$ cat config.mk
export PLATFORM = sky130hd
export DESIGN_NAME = uart_fifo_flat
export DESIGN_NICKNAME = d
export VERILOG_FILES = /design/src/rtl/uart_pkg.sv /design/src/rtl/uart_fifo_if.sv /design/src/rtl/sync_fifo.sv /design/src/rtl/uart_fifo.sv /design/src/flat_wrapper.sv
export SDC_FILE = /design/constraint.sdc
export NUM_CORES = 1
export LEC_CHECK = 0
export ABC_AREA = 0
export CAP_MARGIN = 25
export CORE_MARGIN = 2
export CORE_UTILIZATION = 45
export DETAILED_ROUTE_END_ITERATION = 8
export DONT_BUFFER_PORTS = 1
export PLACE_DENSITY = 0.58
export SYNTH_ARGS = -nofsm -noshare
export SYNTH_HDL_FRONTEND = slang
export SYNTH_SLANG_ARGS = --single-unit
$ cat constraint.sdc
create_clock -name i_clk -period 3.35 [get_ports i_clk]
set_input_delay 0.335 -clock i_clk [delete_from_list [all_inputs] [get_ports i_clk]]
set_output_delay 0.335 -clock i_clk [all_outputs]
set_load 0.005 [all_outputs]
$ cat src/rtl/uart_pkg.sv
// Shared definitions for the UART core: parity encodings, FSM states and
// the clocks-per-bit helper.
package uart_pkg;

    localparam int PAR_NONE = 0;
    localparam int PAR_ODD  = 1;
    localparam int PAR_EVEN = 2;

    typedef enum logic [2:0] {
        RX_IDLE,
        RX_START,
        RX_DATA,
        RX_PARITY,
        RX_STOP,
        RX_PUSH
    } rx_state_e;

    typedef enum logic [2:0] {
        TX_IDLE,
        TX_START,
        TX_DATA,
        TX_PARITY,
        TX_STOP
    } tx_state_e;

    function automatic int calc_div(input int clk_freq, input int baud_rate);
        return clk_freq / baud_rate;
    endfunction

endpackage

$ cat src/rtl/uart_fifo_if.sv
// Byte-wide host handshake of the UART core: TX write side and RX
// first-word fall-through read side.
interface uart_fifo_if;

    logic       i_wr;
    logic [7:0] i_data;
    logic       o_full;
    logic       i_rd;
    logic [7:0] o_data;
    logic       o_rdy;

    modport master (output i_wr, i_data, i_rd, input o_full, o_data, o_rdy);
    modport slave  (input i_wr, i_data, i_rd, output o_full, o_data, o_rdy);

endinterface

$ cat src/rtl/sync_fifo.sv
// Synchronous first-word fall-through FIFO with registered full/empty flags.
// A push into a full FIFO only succeeds when a pop happens in the same cycle.
module sync_fifo #(
    parameter int WIDTH = 8,
    parameter int DEPTH = 16
) (
    input  logic             clk_i,
    input  logic             rst_ni,
    input  logic             push_i,
    input  logic [WIDTH-1:0] data_i,
    input  logic             pop_i,
    output logic [WIDTH-1:0] head_o,
    output logic             full_o,
    output logic             empty_o
);

    localparam int AW = $clog2(DEPTH);
    localparam logic [AW:0] FULL_CNT = (AW+1)'(DEPTH);

    logic [WIDTH-1:0] mem_q [DEPTH];
    logic [AW-1:0]    wr_ptr_q, rd_ptr_q;
    logic [AW:0]      count_q, count_d;
    logic             full_q, empty_q;
    logic             do_push, do_pop;

    assign do_pop  = pop_i && !empty_q;
    assign do_push = push_i && (!full_q || do_pop);

    always_comb begin
        count_d = count_q;
        if (do_push && !do_pop) begin
            count_d = count_q + 1'b1;
        end else if (!do_push && do_pop) begin
            count_d = count_q - 1'b1;
        end
    end

    always_ff @(posedge clk_i or negedge rst_ni) begin
        if (!rst_ni) begin
            wr_ptr_q <= '0;
            rd_ptr_q <= '0;
            count_q  <= '0;
            full_q   <= 1'b0;
            empty_q  <= 1'b1;
        end else begin
            if (do_push) wr_ptr_q <= wr_ptr_q + 1'b1;
            if (do_pop)  rd_ptr_q <= rd_ptr_q + 1'b1;
            count_q <= count_d;
            full_q  <= (count_d == FULL_CNT);
            empty_q <= (count_d == '0);
        end
    end

    always_ff @(posedge clk_i) begin
        if (do_push) mem_q[wr_ptr_q] <= data_i;
    end

    // Head reads as zero while empty so the output is defined straight out of reset.
    assign head_o  = empty_q ? '0 : mem_q[rd_ptr_q];
    assign full_o  = full_q;
    assign empty_o = empty_q;

endmodule

$ cat src/rtl/uart_fifo.sv
// UART core: oversampling receiver and transmitter, each buffered by a FIFO,
// with configurable frame format, sticky error flags and hardware echo.
module uart_fifo import uart_pkg::*; #(
    parameter int CLK_FREQ  = 48_000_000,
    parameter int BAUD_RATE = 115_200,
    parameter int DATA_BITS = 8,
    parameter int PARITY    = 0,
    parameter int STOP_BITS = 1,
    parameter int DEPTH     = 16
) (
    input  logic        i_clk,
    input  logic        i_rst_n,
    input  logic        i_rx,
    output logic        o_tx,
    uart_fifo_if.slave  host,
    input  logic        i_loopback,
    input  logic        i_clr,
    output logic        o_frm_err,
    output logic        o_par_err,
    output logic        o_ovf
);

    localparam int          DIV       = calc_div(CLK_FREQ, BAUD_RATE);
    localparam int          CW        = $clog2(DIV);
    localparam logic [CW-1:0] LAST    = CW'(DIV - 1);
    localparam logic [CW-1:0] HALF    = CW'(DIV / 2 - 1);
    localparam logic [2:0]  BIT_LAST  = 3'(DATA_BITS - 1);
    localparam logic        STOP_LAST = 1'(STOP_BITS - 1);
    localparam logic [7:0]  DMASK     = 8'((1 << DATA_BITS) - 1);

    logic [1:0] rst_sync_q;
    logic       rst_n;

    // Reset asserts asynchronously but releases on a clock edge.
    always_ff @(posedge i_clk or negedge i_rst_n) begin
        if (!i_rst_n) rst_sync_q <= '0;
        else          rst_sync_q <= {rst_sync_q[0], 1'b1};
    end
    assign rst_n = rst_sync_q[1];

    logic [2:0]    rx_sync_q;
    logic          rx_s, rx_fall;
    rx_state_e     rx_state_q, rx_state_d;
    logic [CW-1:0] rx_cnt_q, rx_cnt_d;
    logic [2:0]    rx_bit_q, rx_bit_d;
    logic [7:0]    rx_sh_q, rx_sh_d;
    logic          rx_par_q, rx_par_d, rx_stop_q, rx_stop_d;
    logic          rx_push, rx_par_bad;

    tx_state_e     tx_state_q, tx_state_d;
    logic [CW-1:0] tx_cnt_q, tx_cnt_d;
    logic [2:0]    tx_bit_q, tx_bit_d;
    logic          tx_stop_q, tx_stop_d;
    logic [7:0]    tx_sh_q, tx_sh_d;
    logic          tx_q, tx_d, tx_par, tx_pop;

    logic          frm_err_q, frm_err_d, par_err_q, par_err_d, ovf_q, ovf_d;
    logic          rx_to_rx, rx_to_tx, rx_drop, tx_push;
    logic [7:0]    tx_wdata, tx_head, rx_head;
    logic          tx_full, tx_empty, rx_full, rx_empty;

    assign rx_s    = rx_sync_q[1];
    assign rx_fall = rx_sync_q[2] & ~rx_s;

    always_comb begin
        rx_state_d = rx_state_q;
        rx_cnt_d   = rx_cnt_q + 1'b1;
        rx_bit_d   = rx_bit_q;
        rx_sh_d    = rx_sh_q;
        rx_par_d   = rx_par_q;
        rx_stop_d  = rx_stop_q;
        rx_push    = 1'b0;
        unique case (rx_state_q)
            RX_IDLE: begin
                rx_cnt_d = '0;
                if (rx_fall) begin
                    rx_state_d = RX_START;
                    rx_sh_d    = '0;
                end
            end
            RX_START: if (rx_cnt_q == HALF) begin
                rx_cnt_d   = '0;
                rx_bit_d   = '0;
                rx_state_d = rx_s ? RX_IDLE : RX_DATA;
            end
            RX_DATA: if (rx_cnt_q == LAST) begin
                rx_cnt_d          = '0;
                rx_sh_d[rx_bit_q] = rx_s;
                rx_bit_d          = rx_bit_q + 3'd1;
                if (rx_bit_q == BIT_LAST) rx_state_d = (PARITY != PAR_NONE) ? RX_PARITY : RX_STOP;
            end
            RX_PARITY: if (rx_cnt_q == LAST) begin
                rx_cnt_d   = '0;
                rx_par_d   = rx_s;
                rx_state_d = RX_STOP;
            end
            RX_STOP: if (rx_cnt_q == LAST) begin
                rx_cnt_d   = '0;
                rx_stop_d  = rx_s;
                rx_state_d = RX_PUSH;
            end
            RX_PUSH: begin
                rx_push    = 1'b1;
                rx_state_d = RX_IDLE;
            end
            default: rx_state_d = RX_IDLE;
        endcase
    end

    assign rx_par_bad = (PARITY == PAR_EVEN) ? (^rx_sh_q ^ rx_par_q) :
                        (PARITY == PAR_ODD)  ? ~(^rx_sh_q ^ rx_par_q) : 1'b0;
    assign tx_par     = (PARITY == PAR_ODD) ? ~(^tx_sh_q) : ^tx_sh_q;

    always_comb begin
        tx_state_d = tx_state_q;
        tx_cnt_d   = tx_cnt_q + 1'b1;
        tx_bit_d   = tx_bit_q;
        tx_stop_d  = tx_stop_q;
        tx_sh_d    = tx_sh_q;
        tx_d       = tx_q;
        tx_pop     = 1'b0;
        unique case (tx_state_q)
            TX_IDLE: begin
                tx_cnt_d = '0;
                tx_d     = 1'b1;
                if (!tx_empty) begin
                    tx_pop     = 1'b1;
                    tx_sh_d    = tx_head;
                    tx_d       = 1'b0;
                    tx_state_d = TX_START;
                end
            end
            TX_START: if (tx_cnt_q == LAST) begin
                tx_cnt_d   = '0;
                tx_bit_d   = '0;
                tx_d       = tx_sh_q[0];
                tx_state_d = TX_DATA;
            end
            TX_DATA: if (tx_cnt_q == LAST) begin
                tx_cnt_d = '0;
                tx_bit_d = tx_bit_q + 3'd1;
                if (tx_bit_q != BIT_LAST) begin
                    tx_d = tx_sh_q[tx_bit_q + 3'd1];
                end else if (PARITY != PAR_NONE) begin
                    tx_d       = tx_par;
                    tx_state_d = TX_PARITY;
                end else begin
                    tx_d       = 1'b1;
                    tx_stop_d  = 1'b0;
                    tx_state_d = TX_STOP;
                end
            end
            TX_PARITY: if (tx_cnt_q == LAST) begin
                tx_cnt_d   = '0;
                tx_d       = 1'b1;
                tx_stop_d  = 1'b0;
                tx_state_d = TX_STOP;
            end
            TX_STOP: if (tx_cnt_q == LAST) begin
                tx_cnt_d = '0;
                if (tx_stop_q != STOP_LAST) begin
                    tx_stop_d = 1'b1;
                end else if (!tx_empty) begin
                    // Chain straight into the next start bit with no idle gap.
                    tx_pop     = 1'b1;
                    tx_sh_d    = tx_head;
                    tx_d       = 1'b0;
                    tx_state_d = TX_START;
                end else begin
                    tx_d       = 1'b1;
                    tx_state_d = TX_IDLE;
                end
            end
            default: tx_state_d = TX_IDLE;
        endcase
    end

    // In echo mode a received byte takes the TX FIFO write port from the host.
    assign rx_to_tx  = rx_push & i_loopback;
    assign rx_to_rx  = rx_push & ~i_loopback;
    assign tx_push   = rx_to_tx | host.i_wr;
    assign tx_wdata  = rx_to_tx ? rx_sh_q : (host.i_data & DMASK);
    assign rx_drop   = (rx_to_rx & rx_full & ~host.i_rd) | (rx_to_tx & tx_full & ~tx_pop);

    assign frm_err_d = (frm_err_q & ~i_clr) | (rx_push & ~rx_stop_q);
    assign par_err_d = (par_err_q & ~i_clr) | (rx_push & rx_par_bad);
    assign ovf_d     = (ovf_q & ~i_clr) | rx_drop;

    always_ff @(posedge i_clk or negedge rst_n) begin
        if (!rst_n) begin
            rx_sync_q  <= 3'b111;
            rx_state_q <= RX_IDLE;
            rx_cnt_q   <= '0;
            rx_bit_q   <= '0;
            rx_sh_q    <= '0;
            rx_par_q   <= 1'b0;
            rx_stop_q  <= 1'b1;
            tx_state_q <= TX_IDLE;
            tx_cnt_q   <= '0;
            tx_bit_q   <= '0;
            tx_stop_q  <= 1'b0;
            tx_sh_q    <= '0;
            tx_q       <= 1'b1;
            frm_err_q  <= 1'b0;
            par_err_q  <= 1'b0;
            ovf_q      <= 1'b0;
        end else begin
            rx_sync_q  <= {rx_sync_q[1:0], i_rx};
            rx_state_q <= rx_state_d;
            rx_cnt_q   <= rx_cnt_d;
            rx_bit_q   <= rx_bit_d;
            rx_sh_q    <= rx_sh_d;
            rx_par_q   <= rx_par_d;
            rx_stop_q  <= rx_stop_d;
            tx_state_q <= tx_state_d;
            tx_cnt_q   <= tx_cnt_d;
            tx_bit_q   <= tx_bit_d;
            tx_stop_q  <= tx_stop_d;
            tx_sh_q    <= tx_sh_d;
            tx_q       <= tx_d;
            frm_err_q  <= frm_err_d;
            par_err_q  <= par_err_d;
            ovf_q      <= ovf_d;
        end
    end

    sync_fifo #(.WIDTH(8), .DEPTH(DEPTH)) u_tx_fifo (
        .clk_i(i_clk), .rst_ni(rst_n), .push_i(tx_push), .data_i(tx_wdata),
        .pop_i(tx_pop), .head_o(tx_head), .full_o(tx_full), .empty_o(tx_empty)
    );

    sync_fifo #(.WIDTH(8), .DEPTH(DEPTH)) u_rx_fifo (
        .clk_i(i_clk), .rst_ni(rst_n), .push_i(rx_to_rx), .data_i(rx_sh_q),
        .pop_i(host.i_rd), .head_o(rx_head), .full_o(rx_full), .empty_o(rx_empty)
    );

    assign o_tx        = tx_q;
    assign host.o_full = tx_full;
    assign host.o_rdy  = ~rx_empty;
    assign host.o_data = rx_head;
    assign o_frm_err   = frm_err_q;
    assign o_par_err   = par_err_q;
    assign o_ovf       = ovf_q;

endmodule

$ cat src/flat_wrapper.sv
// flat-port wrapper written by rule: the top's interface ports become plain ports
module uart_fifo_flat import uart_pkg::*;
#(
    parameter int CLK_FREQ  = 48_000_000,
    parameter int BAUD_RATE = 115_200,
    parameter int DATA_BITS = 8,
    parameter int PARITY    = 0,
    parameter int STOP_BITS = 1,
    parameter int DEPTH     = 16
)
  (i_clk, i_rst_n, i_rx, o_tx, i_loopback, i_clr, o_frm_err, o_par_err, o_ovf, host_i_wr, host_i_data, host_i_rd, host_o_full, host_o_data, host_o_rdy);
  uart_fifo_if host_i ();
  input  logic i_clk;
  input  logic i_rst_n;
  input  logic i_rx;
  output logic o_tx;
  input  logic i_loopback;
  input  logic i_clr;
  output logic o_frm_err;
  output logic o_par_err;
  output logic o_ovf;
  input wire logic [$bits(host_i.i_wr)-1:0] host_i_wr;
  input wire logic [$bits(host_i.i_data)-1:0] host_i_data;
  input wire logic [$bits(host_i.i_rd)-1:0] host_i_rd;
  output wire logic [$bits(host_i.o_full)-1:0] host_o_full;
  output wire logic [$bits(host_i.o_data)-1:0] host_o_data;
  output wire logic [$bits(host_i.o_rdy)-1:0] host_o_rdy;
  assign host_i.i_wr = host_i_wr;
  assign host_i.i_data = host_i_data;
  assign host_i.i_rd = host_i_rd;
  assign host_o_full = host_i.o_full;
  assign host_o_data = host_i.o_data;
  assign host_o_rdy = host_i.o_rdy;
  uart_fifo #(.CLK_FREQ(CLK_FREQ), .BAUD_RATE(BAUD_RATE), .DATA_BITS(DATA_BITS), .PARITY(PARITY), .STOP_BITS(STOP_BITS), .DEPTH(DEPTH)) u_core (.i_clk(i_clk), .i_rst_n(i_rst_n), .i_rx(i_rx), .o_tx(o_tx), .host(host_i), .i_loopback(i_loopback), .i_clr(i_clr), .o_frm_err(o_frm_err), .o_par_err(o_par_err), .o_ovf(o_ovf));
endmodule
==> After elaboration in Yosys (flattened, before gate mapping) <==
Memories as Yosys holds them, arrays and structs flattened.
Cells that the tools add are included.
{ "totals": {"ff_bits": 87, "latchBits": 0, "mem_bits_rw": 256, "rom_bits": 0, "inputBits": 15, "output_inout_bits": 14, "wordCells": 203, "n_memories": 2} }
{ "memory_table": {"columns": ["memory", "depth", "width", "read_ports", "rd_ports_with_merged_regs", "wr", "line_no", "source"], "rows": [
  ["u_core.u_rx_fifo.mem_q", 16, 8, 1, 0, 1, "sync_fifo.sv:20", "logic [WIDTH-1:0] mem_q [DEPTH];"],
  ["u_core.u_tx_fifo.mem_q", 16, 8, 1, 0, 1, "sync_fifo.sv:20", null]
]} }
{ "op_classes": {"n_addsub": 12, "n_mul": 0, "div": 0, "order_cmp": 3, "eq_ne": 29, "shifts": 0, "mux": 69, "bitwise_logic": 22, "n_reduce_logical": 40} }
{ "op_table": {"columns": ["op", "n"], "rows": [
  ["8-bit two-way mux", 7],
  ["3-bit two-way mux", 17],
  ["8-bit one-hot mux with 2 select lines", 2],
  ["3-bit one-hot mux with 5 select lines", 2],
  ["9-bit two-way mux", 3],
  ["9-bit one-hot mux with 3 select lines", 1],
  ["1-bit two-way mux", 23],
  ["5-bit two-way mux", 4],
  ["2-bit by 1-bit inequality test with 1-bit output (second input constant)", 10],
  ["9-bit by 1-bit adder with 9-bit output (second input constant)", 2],
  ["9-bit equality test (second input constant)", 2],
  ["9-bit one-hot mux with 2 select lines", 1],
  ["4-bit by 1-bit adder with 4-bit output (second input constant)", 4],
  ["3-bit by 2-bit equality test with 1-bit output (second input constant)", 4],
  ["3-bit equality test (second input constant)", 4],
  ["3-bit one-hot mux with 2 select lines", 2],
  ["3-bit AND reduction", 4],
  ["6-bit AND reduction", 2],
  ["1-bit bitwise AND", 11],
  ["5-bit by 1-bit adder with 5-bit output (second input constant)", 2],
  ["5-bit equality test (second input constant)", 2],
  ["5-bit logical NOT", 2],
  ["5-bit by 1-bit subtractor with 5-bit output (second input constant)", 2],
  ["9-bit by 8-bit equality test with 1-bit output (second input constant)", 1],
  ["27 further kinds", 61]
]} }

==> Logic depth before layout (Yosys ltp) <==
{ "logic_depth": {"depth_word": 12, "depth_mapped": 9, "mapped_depth_nobuf": 8} }

==> Hierarchy <==
From an unflattened synthesis, not the netlist that was laid out.
{ "unflattened": {"hier_cells": 856, "area_unflattened_um2": 14392.6} }
{ "by_module_without_submodules": {"columns": ["mod", "n_inst", "cells_each", "area_each_um2", "seq_area_each_um2"], "rows": [
  ["sync_fifo at u_core.u_tx_fifo", 1, 295, 5781.8, 4220.3],
  ["sync_fifo at u_core.u_rx_fifo", 1, 291, 5760.5, 4220.3],
  ["uart_fifo", 1, 270, 2850.2, 1407.6]
]} }

==> Worst setup path before layout <==
Ideal clock, no wire load.
{ "synth_path": {"path_type": "flip-flop to flip-flop", "from": "register u_core.tx_cnt_q[0]", "to": "memory u_core.u_tx_fifo.mem_q[3][0] (enable)", "setup_ns": 0.383, "arrival_ns": 2.398, "t_required_ns": 2.967, "path_slack_ns": 0.569, "stages_incl_launch_ff": 8, "n_path_buf": 0, "synth_period_minus_slack_ns": 2.781, "path_cell_list": "dfrtp_1 > ha_1 > nand4_1 > o21ai_1 > nand2_1 > a21oi_2 > nand2_1 > nor3_1"} }
{ "synth_between": {"elab_chain_cells": 8} }
{ "synth_rtl": {"columns": ["item", "line_no", "source"], "rows": [
  ["start: declaration", "uart_fifo.sv:51", "logic [CW-1:0] tx_cnt_q, tx_cnt_d;"],
  ["start signal: assignment", "uart_fifo.sv:216", "tx_cnt_q <= tx_cnt_d;"],
  ["9-bit equality test", "uart_fifo.sv:159", "TX_STOP: if (tx_cnt_q == LAST) begin"],
  ["1-bit two-way mux", "uart_fifo.sv:159", null],
  ["1-bit one-hot mux with 2 select lines", "uart_fifo.sv:122", "unique case (tx_state_q)"],
  ["1-bit logical AND", "sync_fifo.sv:26", "assign do_pop = pop_i && !empty_q;"],
  ["1-bit logical OR", "sync_fifo.sv:27", "assign do_push = push_i && (!full_q || do_pop);"],
  ["1-bit logical AND", "sync_fifo.sv:27", null],
  ["1-bit two-way mux", "sync_fifo.sv:55", "if (do_push) mem_q[wr_ptr_q] <= data_i;"],
  ["1-bit two-way mux (not written as such)", "sync_fifo.sv:55", null],
  ["end: declaration", "sync_fifo.sv:20", null]
]} }
No other way between the ends.

==> Final worst setup path <==
{ "layout_path": {"from": "register u_core.tx_cnt_q[0]", "to": "memory u_core.u_tx_fifo.mem_q[7][1] (enable)"} }
Same word-level chain as after synthesis.

==> results.ini <==
[global_route]
grt_usage=0.179
grt_overflow=0
grt_max_degree=67
antenna_found_initial=0
grt_first_pass_wirelength_mm=44.6
grt_pass1_vias=7569

[logic_synthesis]
synth_common_cells=edfxtp_1, mux4_2, dfrtp_1
ys_types=54
synth_edf_count=256
synth_ff_type=edfxtp_1
synthArstFlopShare=0.251
synth.most_common_cell=edfxtp_1
synth_top_area_frac=0.545
syn_nets=862
yosysSeqAreaShare=0.698
synth-seq-cells=342
synthesis.area_um2=14100
synth_area_per_cell_um2=17.1
synthCells=827
ys_warn_count=0
yosys-top-cells-area=edfxtp_1, dfrtp_1, mux4_2
synth_top_cell_by_area=edfxtp_1

[detailed_routing]
viasPerCell=5.73
drt_pass1_iterations=5
wl_met3_mm=1.63
wl_per_cell_um=22.5
ant_nets=0
vias=7393
routed_wl_mm=29.0
drt_iter0_drc=585
drcViolationCount=0
top_layer=met4
routed-wl-met2_mm=13.5
wl_met1_mm=13.1

[timing]
setup_tns_ps=0
rsz0062_at_grt=false
finalCriticalPeriod_ps=3030
period_share=0.905
final.setup_skew_ps=17.4
hold_viol_final=0
slew_headroom=0.404
finalSetupViolCount=0
worstMarginPinSlew_ps=894
drv_slew=0
fmax_ghz=0.330

[hold_path]
min_path_type=in2async

[power_and_ir_drop]
p_int_w=0.00766
power.total_w=0.0103
max-vdd-ir-drop_mv=0.402
switching_power_w=0.00267
seq_power_share=0.503
p_leak_nw=5.83
power.density_nw_per_um2=650
p_clk_frac=0.369
comb_power_share=0.128
swShare=0.258

[critical_path]
worstReg2RegStart=u_core.tx_cnt_q[0]
worstSetupPathType=reg2reg
reg2reg_slack_ps=320
start_kind=register
crit_required_ps=3490
crit_arrival_ps=3170
crit_start=u_core.tx_cnt_q[0]
cp-end-kind=register
reg2reg_depth=7
r2r-end=u_core.u_tx_fifo.mem_q[7][1]
critical_path_peak_fanout=8
cp-endpoint=u_core.u_tx_fifo.mem_q[7][1]

[die]
die-area_um2=32800
core_area_um2=30700
start_util=0.459
rows=64
die_w_um=181
die_h_um=181
ioPinCount=29

[cts]
numCtsBuffers=37
cts.sinks=342
cts_buffer_depth=3
cts_resized=0
clk_latency_ps=520
clock-root-buffer=clkbuf_16
htree_num_levels=2
cts_tree=built
clk_pin_slew_ps=60

[final_layout]
regArea_um2=9850
multiInputGateArea_um2=4060
fin_util=0.517
nFillCells=2518
syn_to_final_growth_pct=12.8
diodes=0
final_layout_size_suffix_gt1_frac=0.222
finish.instance_area_um2=15900
nets=901

[run_status]
outcome=finished clean

[place]
dpl_cell_area_um2=14700
portBuffers=0
place_hpwl_mm=19.2
place_congestion=0.794

[flow_run]
drv_cap=0

[flip-flops by register name, summed over array words and instances, names as in the netlist, 4 cells and up]
register / cells
u_core.u_rx_fifo.mem_q: 128
u_core.u_tx_fifo.mem_q: 128
u_core.rx_cnt_q: 9
u_core.tx_cnt_q: 9
u_core.rx_sh_q: 8
u_core.tx_sh_q: 8
u_core.u_rx_fifo.count_q: 5
u_core.u_tx_fifo.count_q: 5
u_core.u_rx_fifo.rd_ptr_q: 4
u_core.u_rx_fifo.wr_ptr_q: 4
u_core.u_tx_fifo.rd_ptr_q: 4
u_core.u_tx_fifo.wr_ptr_q: 4
[power by group through the flow]
| stage | sequential, W | combinational, W | clock (W) |
|---|---|---|---|
| after global routing | 0.00524 | 0.00145 | 0.00409 |
| after global placement | 0.00526 | 0.00125 | 0 |
| after floorplan | 0.00510 | 0.00110 | 0 |
| after CTS | 0.00520 | 0.00134 | 0.00391 |
| after detailed placement | 0.00528 | 0.00133 | 0 |
| final | 0.00520 | 0.00132 | 0.00382 |
[worst min path at each step]
stage                   start                            to
floorplan             i_rst_n          u_core.rst_sync_q[0]
global placement      i_rst_n          u_core.rst_sync_q[0]
detailed placement    i_rst_n          u_core.rst_sync_q[0]
CTS                 host_i_rd  u_core.u_rx_fifo.rd_ptr_q[1]
global route          i_rst_n          u_core.rst_sync_q[1]
finish                i_rst_n          u_core.rst_sync_q[1]
[worst max-delay path, cell delays in order, from the launching register on]
cell and delay, ps:
dfrtp_1 390, ha_1 240, nand4_1 160, o21ai_1 460
nand2_1 170, a21oi_2 410, nand2_1 250, nor2_1 580
[layer usage]
layer  track usage  vias up
li1              -     3289
met1         0.260     3824
met2         0.279      232
met3        0.0323       48
met4        0.0537        0
met5             0        -
[layout make-up]
class / count / share of cell area
Clock inverter: 23 / 0.00968
Multi-Input combinational cell: 434 / 0.255
Inverter: 15 / 0.00354
Clock buffer: 45 / 0.0628
Timing Repair Buffer: 36 / 0.0183
Sequential cell: 342 / 0.620
Tap cell: 396 / 0.0312
[stage by stage]
| stage | cells | worst slack, ps | hold slack (ps) |
|---|---|---|---|
| after global routing | 1291 | 90.6 | 60.2 |
| after CTS | 1291 | 299 | 43.1 |
| final | 1291 | 317 | 60.2 |
| after floorplan | 827 | 569 | 39.4 |
| after global placement | 1220 | 506 | 39.5 |
| after detailed placement | 1220 | 325 | 39.5 |
[timing repair]
action | 4_1_cts | 5_1_grt
buffers inserted | 0 | 0
hold buffers | 3 | 0
hold endpoints to repair | 4 | 0
[placed cells by master (no fill, tap or decap), types with 13 or more instances in the layout]
cell / count
o21ai_0: 18
buf_4: 32
nand3_1: 13
ha_1: 20
inv_1: 15
clkbuf_16: 39
xnor2_1: 22
dfrtp_1: 76
edfxtp_1: 256
a21oi_1: 15
nor2_1: 58
mux4_2: 82
nand2_1: 68
nor3_1: 15
[cells by family (layout without fill, tap and decap cells)]
kind of cell               count (synthesis)  in the layout  share of synthesized area
and+or+nand+nor                          220            220                     0.0772
muxes                                     93             93                      0.140
AOI/OAI and AO/OA                         67             67                     0.0322
xor gates and xnor gates                  32             32                     0.0199
other                                      1              1                   0.000266
adders and majority gates                 21             21                     0.0185
buffers and inverters                     51            119                     0.0143
DFF                                      342            342                      0.698
(Power assumes the default switching activity.)
